<file path="src/rtl/pipeline_hazard_ctrl.sv">
// Stall/flush sequencer for the 5-stage pipeline: merges load-use, redirect,
// data-memory busy and trap requests into per-stage enables, flushes and PC select.
module pipeline_hazard_ctrl #(
    parameter int TRAP_LAT = 2,
    parameter int CNT_W    = 32
) (
    input  logic             clk,
    input  logic             rst_n,
    input  logic             lu_stall,
    input  logic             redirect,
    input  logic             dmem_busy,
    input  logic             trap_req,
    output logic             trap_ack,
    output logic             pc_en,
    output logic [1:0]       pc_sel,
    output logic             ifid_en,
    output logic             idex_en,
    output logic             exmem_en,
    output logic             memwb_en,
    output logic             ifid_flush,
    output logic             idex_flush,
    output logic             exmem_flush,
    output logic [CNT_W-1:0] stall_cnt,
    output logic [CNT_W-1:0] flush_cnt
);

    typedef enum logic [1:0] {
        ST_RUN    = 2'd0,
        ST_FREEZE = 2'd1,
        ST_TRAP   = 2'd2
    } state_t;

    localparam int DW = (TRAP_LAT > 1) ? $clog2(TRAP_LAT) : 1;
    localparam logic [DW-1:0]    DRAIN_LOAD = DW'(TRAP_LAT - 1);
    localparam logic [DW-1:0]    DRAIN_ONE  = DW'(1'b1);
    localparam logic [DW-1:0]    DRAIN_ZERO = {DW{1'b0}};
    localparam logic [CNT_W-1:0] CNT_MAX    = {CNT_W{1'b1}};
    localparam logic [CNT_W-1:0] CNT_ONE    = CNT_W'(1'b1);
    localparam logic [CNT_W-1:0] CNT_ZERO   = {CNT_W{1'b0}};

    // Saturating increment: holds at all-ones instead of wrapping.
    function automatic logic [CNT_W-1:0] sat_inc(input logic [CNT_W-1:0] v);
        logic [CNT_W-1:0] r;
        if (v == CNT_MAX) begin
            r = v;
        end else begin
            r = v + CNT_ONE;
        end
        return r;
    endfunction

    state_t           state_r, state_nxt_s;
    logic [DW-1:0]    drain_r, drain_nxt_s;
    logic [CNT_W-1:0] stall_cnt_r, flush_cnt_r;
    logic             flush_evt_s, stall_evt_s;
    logic             trap_ack_s, pc_en_s;
    logic [1:0]       pc_sel_s;
    logic             ifid_en_s, idex_en_s, exmem_en_s, memwb_en_s;
    logic             ifid_flush_s, idex_flush_s, exmem_flush_s;

    // Next-state and same-cycle control decode.
    always_comb begin
        state_nxt_s   = state_r;
        drain_nxt_s   = drain_r;
        flush_evt_s   = 1'b0;
        trap_ack_s    = 1'b0;
        pc_en_s       = 1'b0;
        pc_sel_s      = 2'd0;
        ifid_en_s     = 1'b0;
        idex_en_s     = 1'b0;
        exmem_en_s    = 1'b0;
        memwb_en_s    = 1'b0;
        ifid_flush_s  = 1'b0;
        idex_flush_s  = 1'b0;
        exmem_flush_s = 1'b0;
        case (state_r)
            ST_RUN, ST_FREEZE: begin
                if (dmem_busy) begin
                    state_nxt_s = ST_FREEZE;
                end else if (trap_req) begin
                    trap_ack_s    = 1'b1;
                    pc_en_s       = 1'b1;
                    pc_sel_s      = 2'd2;
                    ifid_flush_s  = 1'b1;
                    idex_flush_s  = 1'b1;
                    exmem_flush_s = 1'b1;
                    memwb_en_s    = 1'b1;
                    flush_evt_s   = 1'b1;
                    drain_nxt_s   = DRAIN_LOAD;
                    state_nxt_s   = ST_TRAP;
                end else if (redirect) begin
                    // A concurrent load-use stall is moot: its consumer is flushed.
                    pc_en_s      = 1'b1;
                    pc_sel_s     = 2'd1;
                    ifid_flush_s = 1'b1;
                    idex_flush_s = 1'b1;
                    exmem_en_s   = 1'b1;
                    memwb_en_s   = 1'b1;
                    flush_evt_s  = 1'b1;
                    state_nxt_s  = ST_RUN;
                end else if (lu_stall) begin
                    idex_flush_s = 1'b1;
                    exmem_en_s   = 1'b1;
                    memwb_en_s   = 1'b1;
                    state_nxt_s  = ST_RUN;
                end else begin
                    pc_en_s     = 1'b1;
                    ifid_en_s   = 1'b1;
                    idex_en_s   = 1'b1;
                    exmem_en_s  = 1'b1;
                    memwb_en_s  = 1'b1;
                    state_nxt_s = ST_RUN;
                end
            end
            ST_TRAP: begin
                ifid_flush_s = 1'b1;
                idex_flush_s = 1'b1;
                if (dmem_busy) begin
                    drain_nxt_s = drain_r;
                end else begin
                    exmem_en_s = 1'b1;
                    memwb_en_s = 1'b1;
                    if (drain_r == DRAIN_ZERO) begin
                        state_nxt_s = ST_RUN;
                    end else begin
                        drain_nxt_s = drain_r - DRAIN_ONE;
                    end
                end
            end
            default: begin
                state_nxt_s = ST_RUN;
            end
        endcase
    end

    assign stall_evt_s = (state_r != ST_TRAP) && !pc_en_s;

    // Sequencer state and trap drain counter.
    always_ff @(posedge clk or negedge rst_n) begin
        if (!rst_n) begin
            state_r <= ST_RUN;
            drain_r <= DRAIN_ZERO;
        end else begin
            state_r <= state_nxt_s;
            drain_r <= drain_nxt_s;
        end
    end

    // Saturating stall and flush performance counters.
    always_ff @(posedge clk or negedge rst_n) begin
        if (!rst_n) begin
            stall_cnt_r <= CNT_ZERO;
            flush_cnt_r <= CNT_ZERO;
        end else begin
            stall_cnt_r <= stall_evt_s ? sat_inc(stall_cnt_r) : stall_cnt_r;
            flush_cnt_r <= flush_evt_s ? sat_inc(flush_cnt_r) : flush_cnt_r;
        end
    end

    // Reset forces the safe bubble pattern without waiting for a clock.
    assign trap_ack    = rst_n & trap_ack_s;
    assign pc_en       = rst_n & pc_en_s;
    assign pc_sel      = rst_n ? pc_sel_s : 2'd0;
    assign ifid_en     = rst_n & ifid_en_s;
    assign idex_en     = rst_n & idex_en_s;
    assign exmem_en    = rst_n & exmem_en_s;
    assign memwb_en    = rst_n & memwb_en_s;
    assign ifid_flush  = ~rst_n | ifid_flush_s;
    assign idex_flush  = ~rst_n | idex_flush_s;
    assign exmem_flush = ~rst_n | exmem_flush_s;
    assign stall_cnt   = stall_cnt_r;
    assign flush_cnt   = flush_cnt_r;

endmodule
</file>
<file path="config.mk">
export PLATFORM = sky130hd
export DESIGN_NAME = pipeline_hazard_ctrl
export DESIGN_NICKNAME = d
export VERILOG_FILES = /design/src/rtl/pipeline_hazard_ctrl.sv
export SDC_FILE = /design/constraint.sdc
export NUM_CORES = 1
export LEC_CHECK = 0
export ABC_CLOCK_PERIOD_IN_PS = 5300
export CORE_UTILIZATION = 54
export CTS_CLUSTER_SIZE = 28
export DETAILED_ROUTE_END_ITERATION = 16
export GPL_TIMING_DRIVEN = 1
export PLACE_DENSITY_LB_ADDON = 0.05
export REMOVE_ABC_BUFFERS = 1
export SLEW_MARGIN = 20
export SYNTH_ARGS = -nofsm -noshare
export SYNTH_HDL_FRONTEND = slang
export SYNTH_SLANG_ARGS = --single-unit
</file>
<file path="constraint.sdc">
create_clock -name clk -period 5.3 [get_ports clk]
set_clock_uncertainty 0.1 [all_clocks]
set_input_delay 1.325 -clock clk [delete_from_list [all_inputs] [get_ports clk]]
set_output_delay 1.325 -clock clk [all_outputs]
set_load 0.02 [all_outputs]
</file>
==> impl_metrics.yaml, run 1 <==
routing:
  drt-pass1-iter-count: 4
  wirelength_um: 7810
  vias: 2827
  routedWlPerCell_um: 15.8
  via_per_inst: 5.71
  drtIter0Drc: 161
  ant_nets: 0
  drc_errors: 0
clocking:
  clk_pin_slew_ps: 70
  htree_levels: 3
  post_cts_resized: 0
  cts_hold_buf: 0
  cts_setup_buffers: 0
  cts_buffer_depth: 2
  cts_buffers: 9
  clkSinkCount: 67
  root_buffer: "clkbuf_8"
  cts_tree: "built"
  clk_latency_ps: 340
global_routing:
  grt_overflow: 0
  grt_max_degree: 62
  grt_pass1_vias: 2565
  grtUsageTotal: 0.246
  antenna_found_initial: 0
  grt_pass1_wl_um: 12500
sta:
  slew_headroom: 0.497
  maxSlewViolCount: 0
  setup_tns_ps: 0
  clock.fmax_ghz: 0.224
  grt_setup_unrepaired: "false"
  finalSetupViolCount: 0
  hold_violations: 0
  setup_slack_ps: 841
  fin_crit_ps: 4460
  worst_pin_slew_ps: 755
  finalCritPeriodShare: 0.841
worst_setup_path:
  critPathKind: "in -> out"
  startpoint: "dmem_busy"
  cp-end-kind: "primary output"
  slowest_delay_ps: 630
  critPathRequiredTime_ps: 3880
  path_cells: "clkdlybuf4s50_1 > or2_1 > o211ai_1 > clkdlybuf4s50_1"
  critPathMaxFanout: 11
  crit_slowest_cell: "clkdlybuf4s50_1"
  crit_top_cell: "clkdlybuf4s50_1"
  r2r-start: "flush_cnt[0]"
  crit_buf_inv: 2
  crit_path_start_kind: "input pin"
  critical_path_arrival_ps: 3030
  cpLargestDelayFamily: "buffers and inverters"
  r2r_slack_ps: 2930
  cp.depth: 4
  rr_worst_depth: 6
die:
  start_util: 0.572
  die_area_um2: 6740
  placementRows: 28
  io_pins: 81
  die_h_um: 82.1
  fp.dieW_um: 82.1
  core_region_area_um2: 6060
logic_synthesis:
  synth_async_sr_flop_share: 1.00
  synthMuxAreaShare: 0.0195
  synth-main-ff-cell: "dfrtp_1"
  synth-simple-area-share: 0.291
  yosysSeqAreaShare: 0.484
  synth_top_family_by_area: "simple AND/OR/NAND/NOR gates"
  synth_edf_count: 0
  netlist_area_um2: 3460
  synth_seq_cells: 67
  synth_cell_type_count: 44
  synthXorXnorAreaFrac: 0.147
  synthCells: 329
  yosysWarnings: 0
  synth_fa_ha_area_frac: 0.00722
  synth_compound_area_frac: 0.0336
  syn_avg_cell_area_um2: 10.5
run_status:
  status: "complete, no violations"
cells_and_area:
  final_cells: 495
  synthToLayoutAreaGrowth_pct: 30.4
  nets: 424
  num_antenna_cells: 0
  drive_above_1_share: 0.0905
  final_util: 0.745
  design_area_um2: 4520
  nFillCells: 440
placement:
  place_ws_ps: 849
  hpwl_um: 5610
  gp_congestion: 0.820
  place_inst: 480
  dpl-instance-area_um2: 4320
  io_buffer_count: 80
power:
  power_density_nw_per_um2: 326
  ir_drop_v: 0.000371
  power_leakage_nw: 1.85
hold_path:
  hold_depth: 1
  hold_class: "reg -> reg"
  hp-start: "flush_cnt[21]"
job:
  drv_cap: 0
## stage by stage
stage               total power, mW  hold WS (ps)
floorplan                     0.859           381
global placement               1.04           379
detailed placement             1.05           385
CTS                            1.48           397
global route                   1.54           432
finish                         1.47           398
## routing by layer
layer / track usage / wire, µm / vias to the layer above
met5: 0 / 0 / -
met4: 0.0789 / 110 / 0
met3: 0.0593 / 415 / 8
met2: 0.341 / 3310 / 89
met1: 0.374 / 3970 / 1366
li1: - / - / 1364
## sequential cells by signal (all words and copies together), names as in the netlist
register and count:
drain_r 1, flush_cnt 32, stall_cnt 32, state_r 2
## cells in the final DEF, fill, tap and decap left out, drive strengths merged, types with 3 or more instances in the layout
cell	n
and4	8
o21ai	6
nand2	36
or3	5
nand3	26
xnor2	39
buf	3
nor2	20
xor2	19
nor3	12
nand4	28
or2	3
nor4	13
clkdlybuf4s50	79
clkbuf	13
mux2	6
dfrtp	67
inv	4
and3	12
## where the power goes
part           internal (mW)  total, mW  switching (mW)
Clock                  0.240      0.426           0.186
Sequential             0.572      0.657          0.0849
Combinational          0.184      0.389           0.205
## cell type report
cell class	count	area (µm²)	area share
Clock buffer	13	159	0.0352
Clock inverter	2	35.0	0.00776
Timing Repair Buffer	82	811	0.180
Sequential cell	67	1680	0.371
Inverter	4	15.0	0.00332
Multi-Input combinational cell	252	1730	0.382
Tap cell	75	93.8	0.0208
## final timing paths
check,end
min in group asynchronous,flush_cnt[25]
setup / recovery,ifid_flush
setup reg to reg,flush_cnt[1]
max in group asynchronous,flush_cnt[30]
hold / removal,flush_cnt[21]
hold reg to reg,flush_cnt[21]
## cells in the mapped netlist (2+ instances only)
| master | instances | area, µm² |
|---|---|---|
| a21oi_1 | 2 | 10.0 |
| and3_1 | 12 | 75.1 |
| and4_1 | 6 | 52.6 |
| and4_4 | 2 | 22.5 |
| buf_4 | 2 | 15.0 |
| buf_6 | 2 | 22.5 |
| dfrtp_1 | 67 | 1680 |
| ha_1 | 2 | 25.0 |
| inv_1 | 4 | 15.0 |
| mux2_2 | 5 | 56.3 |
| nand2_1 | 35 | 131 |
| nand3_1 | 26 | 130 |
| nand4_1 | 26 | 163 |
| nor2_1 | 20 | 75.1 |
| nor2b_1 | 2 | 12.5 |
| nor3_1 | 10 | 50.1 |
| nor3_2 | 2 | 20.0 |
| nor3b_1 | 2 | 15.0 |
| nor4_1 | 9 | 56.3 |
| nor4_4 | 3 | 63.8 |
| o211ai_1 | 2 | 15.0 |
| o21ai_0 | 6 | 30.0 |
| or2_2 | 2 | 12.5 |
| or3_1 | 3 | 18.8 |
| or3_4 | 2 | 22.5 |
| xnor2_1 | 39 | 342 |
| xor2_1 | 19 | 166 |
## cell families (layout without fill, tap and decap cells)
logic type,Yosys count,after routing
AO/OA/AOI/OAI,15,15
XOR/XNOR,58,58
adder cells (fa/ha/maj),2,2
buffers and inverters,10,101
flip-flops,67,67
multiplexers,6,6
AND/OR/NAND/NOR,171,171
## worst register-to-register path: stages (launching register included)
cell and delay [ps]:
dfrtp_1 420, ha_1 200, nand3_1 250, nor4_4 510, nand4_4 270, nand2_2 180
mux2_1 330
Note: power is estimated with default switching activity, not from simulation.
==> inputs of run 2 (changes only) <==
Settings changed: ABC_CLOCK_PERIOD_IN_PS 5300 to 3570, CORE_UTILIZATION 54 to 45.
Clock period 5.3 ns to 3.57 ns, I/O delays scaled along.
==> run 2 against run 1 <==
  * Clock power grew 38%
  * Non-clock buffer count rose by 5
  * Critical endpoint unchanged
  * Global-route usage is 4.1 points lower
==> impl_metrics.yaml, run 2 (synthesis gave the netlist of run 1 again) <==
cells_and_area:
  nFillCells: 608
  drive_above_1_share: 0.113
  nets: 429
  mostFrequentLayoutCells: "clkdlybuf4s50_1, dfrtp_1, xnor2_1, nand2_1"
  design_area_um2: 4590
  final_common_cell: "clkdlybuf4s50_1"
  multiInputGateArea_um2: 1730
  seqCellArea_um2: 1680
  synthToLayoutAreaGrowth_pct: 32.4
  num_antenna_cells: 0
worst_setup_path:
  cp-end-kind: "primary output"
  crit_top_cell: "clkdlybuf4s50_1"
  r2r-end: "flush_cnt[1]"
  path_cells: "clkdlybuf4s50_1 > or2_1 > o211ai_1 > clkdlybuf4s50_1"
  critPathKind: "in -> out"
  rr_worst_depth: 6
  r2r_slack_ps: 1220
  critPathMaxFanout: 5
  slowest_delay_ps: 650
  crit_path_start_kind: "input pin"
  crit_slowest_cell: "clkdlybuf4s50_1"
  r2r-start: "flush_cnt[0]"
  critPathRequiredTime_ps: 2580
  cpLargestDelayFamily: "buffers and inverters"
  crit_buf_inv: 2
  critical_path_arrival_ps: 2550
routing:
  routedWlPerCell_um: 14.7
  wirelength_um: 7690
  drc_errors: 0
  drtIter0Drc: 91
  ant_nets: 0
  vias: 2835
  via_per_inst: 5.40
  drt-pass1-iter-count: 4
clocking:
  cts_setup_buffers: 0
  cts_tree: "built"
  clk_latency_ps: 340
  root_buffer: "clkbuf_8"
  cts_buffer_depth: 2
  clk_pin_slew_ps: 70
  htree_levels: 3
  cts_hold_buf: 0
  cts_buffers: 9
  clkSinkCount: 67
sta:
  setup_tns_ps: 0
  clock.fmax_ghz: 0.282
  setup_slack_ps: 23.6
  finalSetupViolCount: 0
  grt_setup_unrepaired: "false"
  maxSlewViolCount: 0
  fin_crit_ps: 3550
  hold_violations: 0
  holdWs_ps: 337
  slew_headroom: 0.591
  worst_pin_slew_ps: 613
  finalCritPeriodShare: 0.993
global_routing:
  grt_pass1_wl_um: 13300
  grtUsageTotal: 0.205
  grt_pass1_vias: 2619
  grt_max_degree: 51
  grt_overflow: 0
  antenna_found_initial: 0
placement:
  dpl-instance-area_um2: 4390
  place_ws_ps: 49.8
  io_buffer_count: 80
  hpwl_um: 5700
  gp_congestion: 0.768
power:
  sequentialPowerShare: 0.454
  pwr-share-comb: 0.271
  switchingPower_uw: 719
  p_int_mw: 1.42
  power_density_nw_per_um2: 467
  power_leakage_nw: 1.87
  netSwitchingFraction: 0.336
  ir_drop_v: 0.000489
  p_clk_frac: 0.275
die:
  start_util: 0.473
  core_region_area_um2: 7330
  die_h_um: 89.7
  io_pins: 81
  fp.dieW_um: 89.7
  placementRows: 31
  die_area_um2: 8050
job:
  drv_cap: 0
run_status:
  status: "complete, no violations"
hold_path:
  hold_class: "in -> async"
[run 2: power groups by stage]
stage | clock (mW) | combinational (mW) | sequential [mW]
floorplan | 0 | 0.222 | 1.05
global placement | 0 | 0.574 | 0.982
detailed placement | 0 | 0.579 | 0.984
CTS | 0.600 | 0.584 | 0.972
global route | 0.634 | 0.625 | 0.990
finish | 0.589 | 0.579 | 0.971
[run 2: area by class of cell]
type,instances,share of cell area
clock buffers,11,0.0330
clock inverters,5,0.00791
inverters,4,0.00327
multi-input cells,252,0.378
flip-flops and latches,67,0.366
well taps,99,0.0270
repair buffers,87,0.185
[run 2: what timing repair did]
action                                  4_1_cts  5_1_grt
gates resized for setup                       0        2
endpoints found under the setup margin        0        3
endpoints found under the hold margin         0        0
[run 2: layer usage]
| metal | routed length (µm) | GRT usage | up-vias | part of all wire |
|---|---|---|---|---|
| met1 | 3950 | 0.315 | 1373 | 0.51 |
| met5 | 0 | 0 | - | 0 |
| met3 | 422 | 0.0372 | 10 | 0.055 |
| li1 | - | - | 1367 | - |
| met2 | 3210 | 0.285 | 85 | 0.42 |
| met4 | 119 | 0.0820 | 0 | 0.015 |
[run 2: per-stage QoR]
stage | total power [mW] | instances | utilization
2_1_floorplan | 1.28 | 323 | -
3_3_place_gp | 1.56 | 509 | 0.599
3_5_place_dp | 1.56 | 509 | 0.599
4_1_cts | 2.16 | 525 | 0.625
5_1_grt | 2.25 | 525 | 0.626
6_report | 2.14 | 525 | 0.626
[run 2: worst max-delay path by stage]
stage | from | depth (start not counted) | end | slack (ps)
finish | dmem_busy | 4 | ifid_flush | 20
global route | dmem_busy | 4 | ifid_flush | 6
CTS | dmem_busy | 4 | ifid_flush | 40
detailed placement | dmem_busy | 4 | ifid_flush | 50
global placement | dmem_busy | 4 | ifid_flush | 4
floorplan | dmem_busy | 3 | exmem_en | 800
==> inputs of run 3 (changes only) <==
Settings changed: ABC_CLOCK_PERIOD_IN_PS 3570 to 4200, CORE_UTILIZATION 45 to 54.
Clock period 3.57 ns to 4.2 ns, I/O delays scaled along.
==> run 3 against run 2 <==
  * Routed wire length up 1.5%
  * First-iteration DRC count up 130%
  * Cell area down 1.3%
  * Worst setup slack better by 290 ps
  * Global-route usage up 5.1 points
  * Total power down 13%
  * Sequential cell count unchanged
  * Critical path depth unchanged
  * Utilization up 12 points
  * Clock-buffer cell count up 2
  * Combinational power down 15%
  * Largest power group unchanged
==> impl_metrics.yaml, run 3 (synthesis gave the netlist of run 1 again) <==
run_status:
  status: "complete, no violations"
cells_and_area:
  num_antenna_cells: 0
  nets: 425
  drive_above_1_share: 0.0926
  mostFrequentLayoutCells: "clkdlybuf4s50_1, dfrtp_1, xnor2_1, nand2_1"
  final_common_cell: "clkdlybuf4s50_1"
  design_area_um2: 4520
  synthToLayoutAreaGrowth_pct: 30.6
  final_cells: 496
global_routing:
  grt_pass1_wl_um: 12800
  grt_max_degree: 57
  grt_overflow: 0
  grt_pass1_vias: 2595
  grtUsageTotal: 0.257
  antenna_found_initial: 0
sta:
  hold_violations: 0
  holdWs_ps: 392
  setup_tns_ps: 0
  slew_headroom: 0.548
  clock.fmax_ghz: 0.257
  grt_setup_unrepaired: "false"
  finalSetupViolCount: 0
  finalCritPeriodShare: 0.926
  maxSlewViolCount: 0
  setup_slack_ps: 311
  worst_pin_slew_ps: 678
  fin_crit_ps: 3890
placement:
  hpwl_um: 5660
  gp_congestion: 0.831
  place_inst: 481
  dpl-instance-area_um2: 4330
  io_buffer_count: 80
  place_ws_ps: 300
worst_setup_path:
  cp-end-kind: "primary output"
  critPathKind: "in -> out"
  slowest_delay_ps: 550
  path_cells: "clkdlybuf4s50_1 > nor3b_1 > nor2_1 > clkdlybuf4s50_1"
  critPathRequiredTime_ps: 3050
  crit_top_cell: "clkdlybuf4s50_1"
  critical_path_arrival_ps: 2740
  critPathMaxFanout: 8
  crit_path_start_kind: "input pin"
  crit_slowest_cell: "clkdlybuf4s50_1"
power:
  power_leakage_nw: 1.86
  power_density_nw_per_um2: 409
  ir_drop_v: 0.000476
clocking:
  cts_hold_buf: 0
  clkSinkCount: 67
  htree_levels: 3
  root_buffer: "clkbuf_8"
  cts_setup_buffers: 0
  clk_latency_ps: 330
  cts_buffers: 9
  post_cts_resized: 0
  cts_tree: "built"
  clk_pin_slew_ps: 70
  cts_buffer_depth: 2
routing:
  vias: 2830
  drt-pass1-iter-count: 4
  ant_nets: 0
  drtIter0Drc: 213
  via_per_inst: 5.71
  routedWlPerCell_um: 15.7
  wirelength_um: 7810
  drc_errors: 0
hold_path:
  hold_class: "reg -> reg"
die:
  placementRows: 28
  io_pins: 81
  fp.dieW_um: 82.1
  core_region_area_um2: 6060
  start_util: 0.572
  die_area_um2: 6740
  die_h_um: 82.1
job:
  drv_cap: 0
-- run 3: changes by cell type in the layout (fill, tap and decap cells not counted), sizes merged --
cell / change
inv: -1
buf: -4
clkinvlp: -3
bufinv: +1
clkbuf: +2
-- run 3: final cells by class --
cell class / count / area (µm²)
clock buffers: 13 / 159
clock inverters: 2 / 35.0
fillers: 458 / 1540
inverters: 4 / 15.0
multi-input cells: 252 / 1730
flip-flops and latches: 67 / 1680
well taps: 75 / 93.8
repair buffers: 83 / 818
-- run 3: where the power goes --
group	switching (mW)	total, mW	internal, mW
Clock	0.229	0.532	0.303
Combinational	0.257	0.492	0.235
Sequential	0.107	0.829	0.722
Total	0.592	1.85	1.26
-- run 3: metal layers --
metal	track usage	part of all wire	vias to the layer above
met3	0.0484	0.056	8
li1	-	-	1361
met4	0.102	0.013	0
met2	0.365	0.43	82
met5	0	0	-
met1	0.383	0.50	1379
-- run 3: worst paths after layout --
check                      slack, ps             to  depth (start not counted)     startpoint
setup reg to reg                1840   flush_cnt[1]                          6   flush_cnt[0]
hold reg to reg                  390  flush_cnt[21]                          1  flush_cnt[21]
min in group asynchronous        530  flush_cnt[23]                          1          rst_n
hold / removal                   390  flush_cnt[21]                          1  flush_cnt[21]
max in group asynchronous       2470  flush_cnt[10]                          2          rst_n
setup / recovery                 310          pc_en                          4       trap_req
-- run 3: worst max-delay path: cells and delay by family --
family | cells | cell delay, ps
buf+inv | 2 | 1090
simple gates | 2 | 600
-- run 3: through the flow --
stage	util	power, mW
4_1_cts	0.746	1.86
3_5_place_dp	0.714	1.33
5_1_grt	0.746	1.95
6_report	0.746	1.85
3_3_place_gp	0.714	1.32
2_1_floorplan	-	1.08
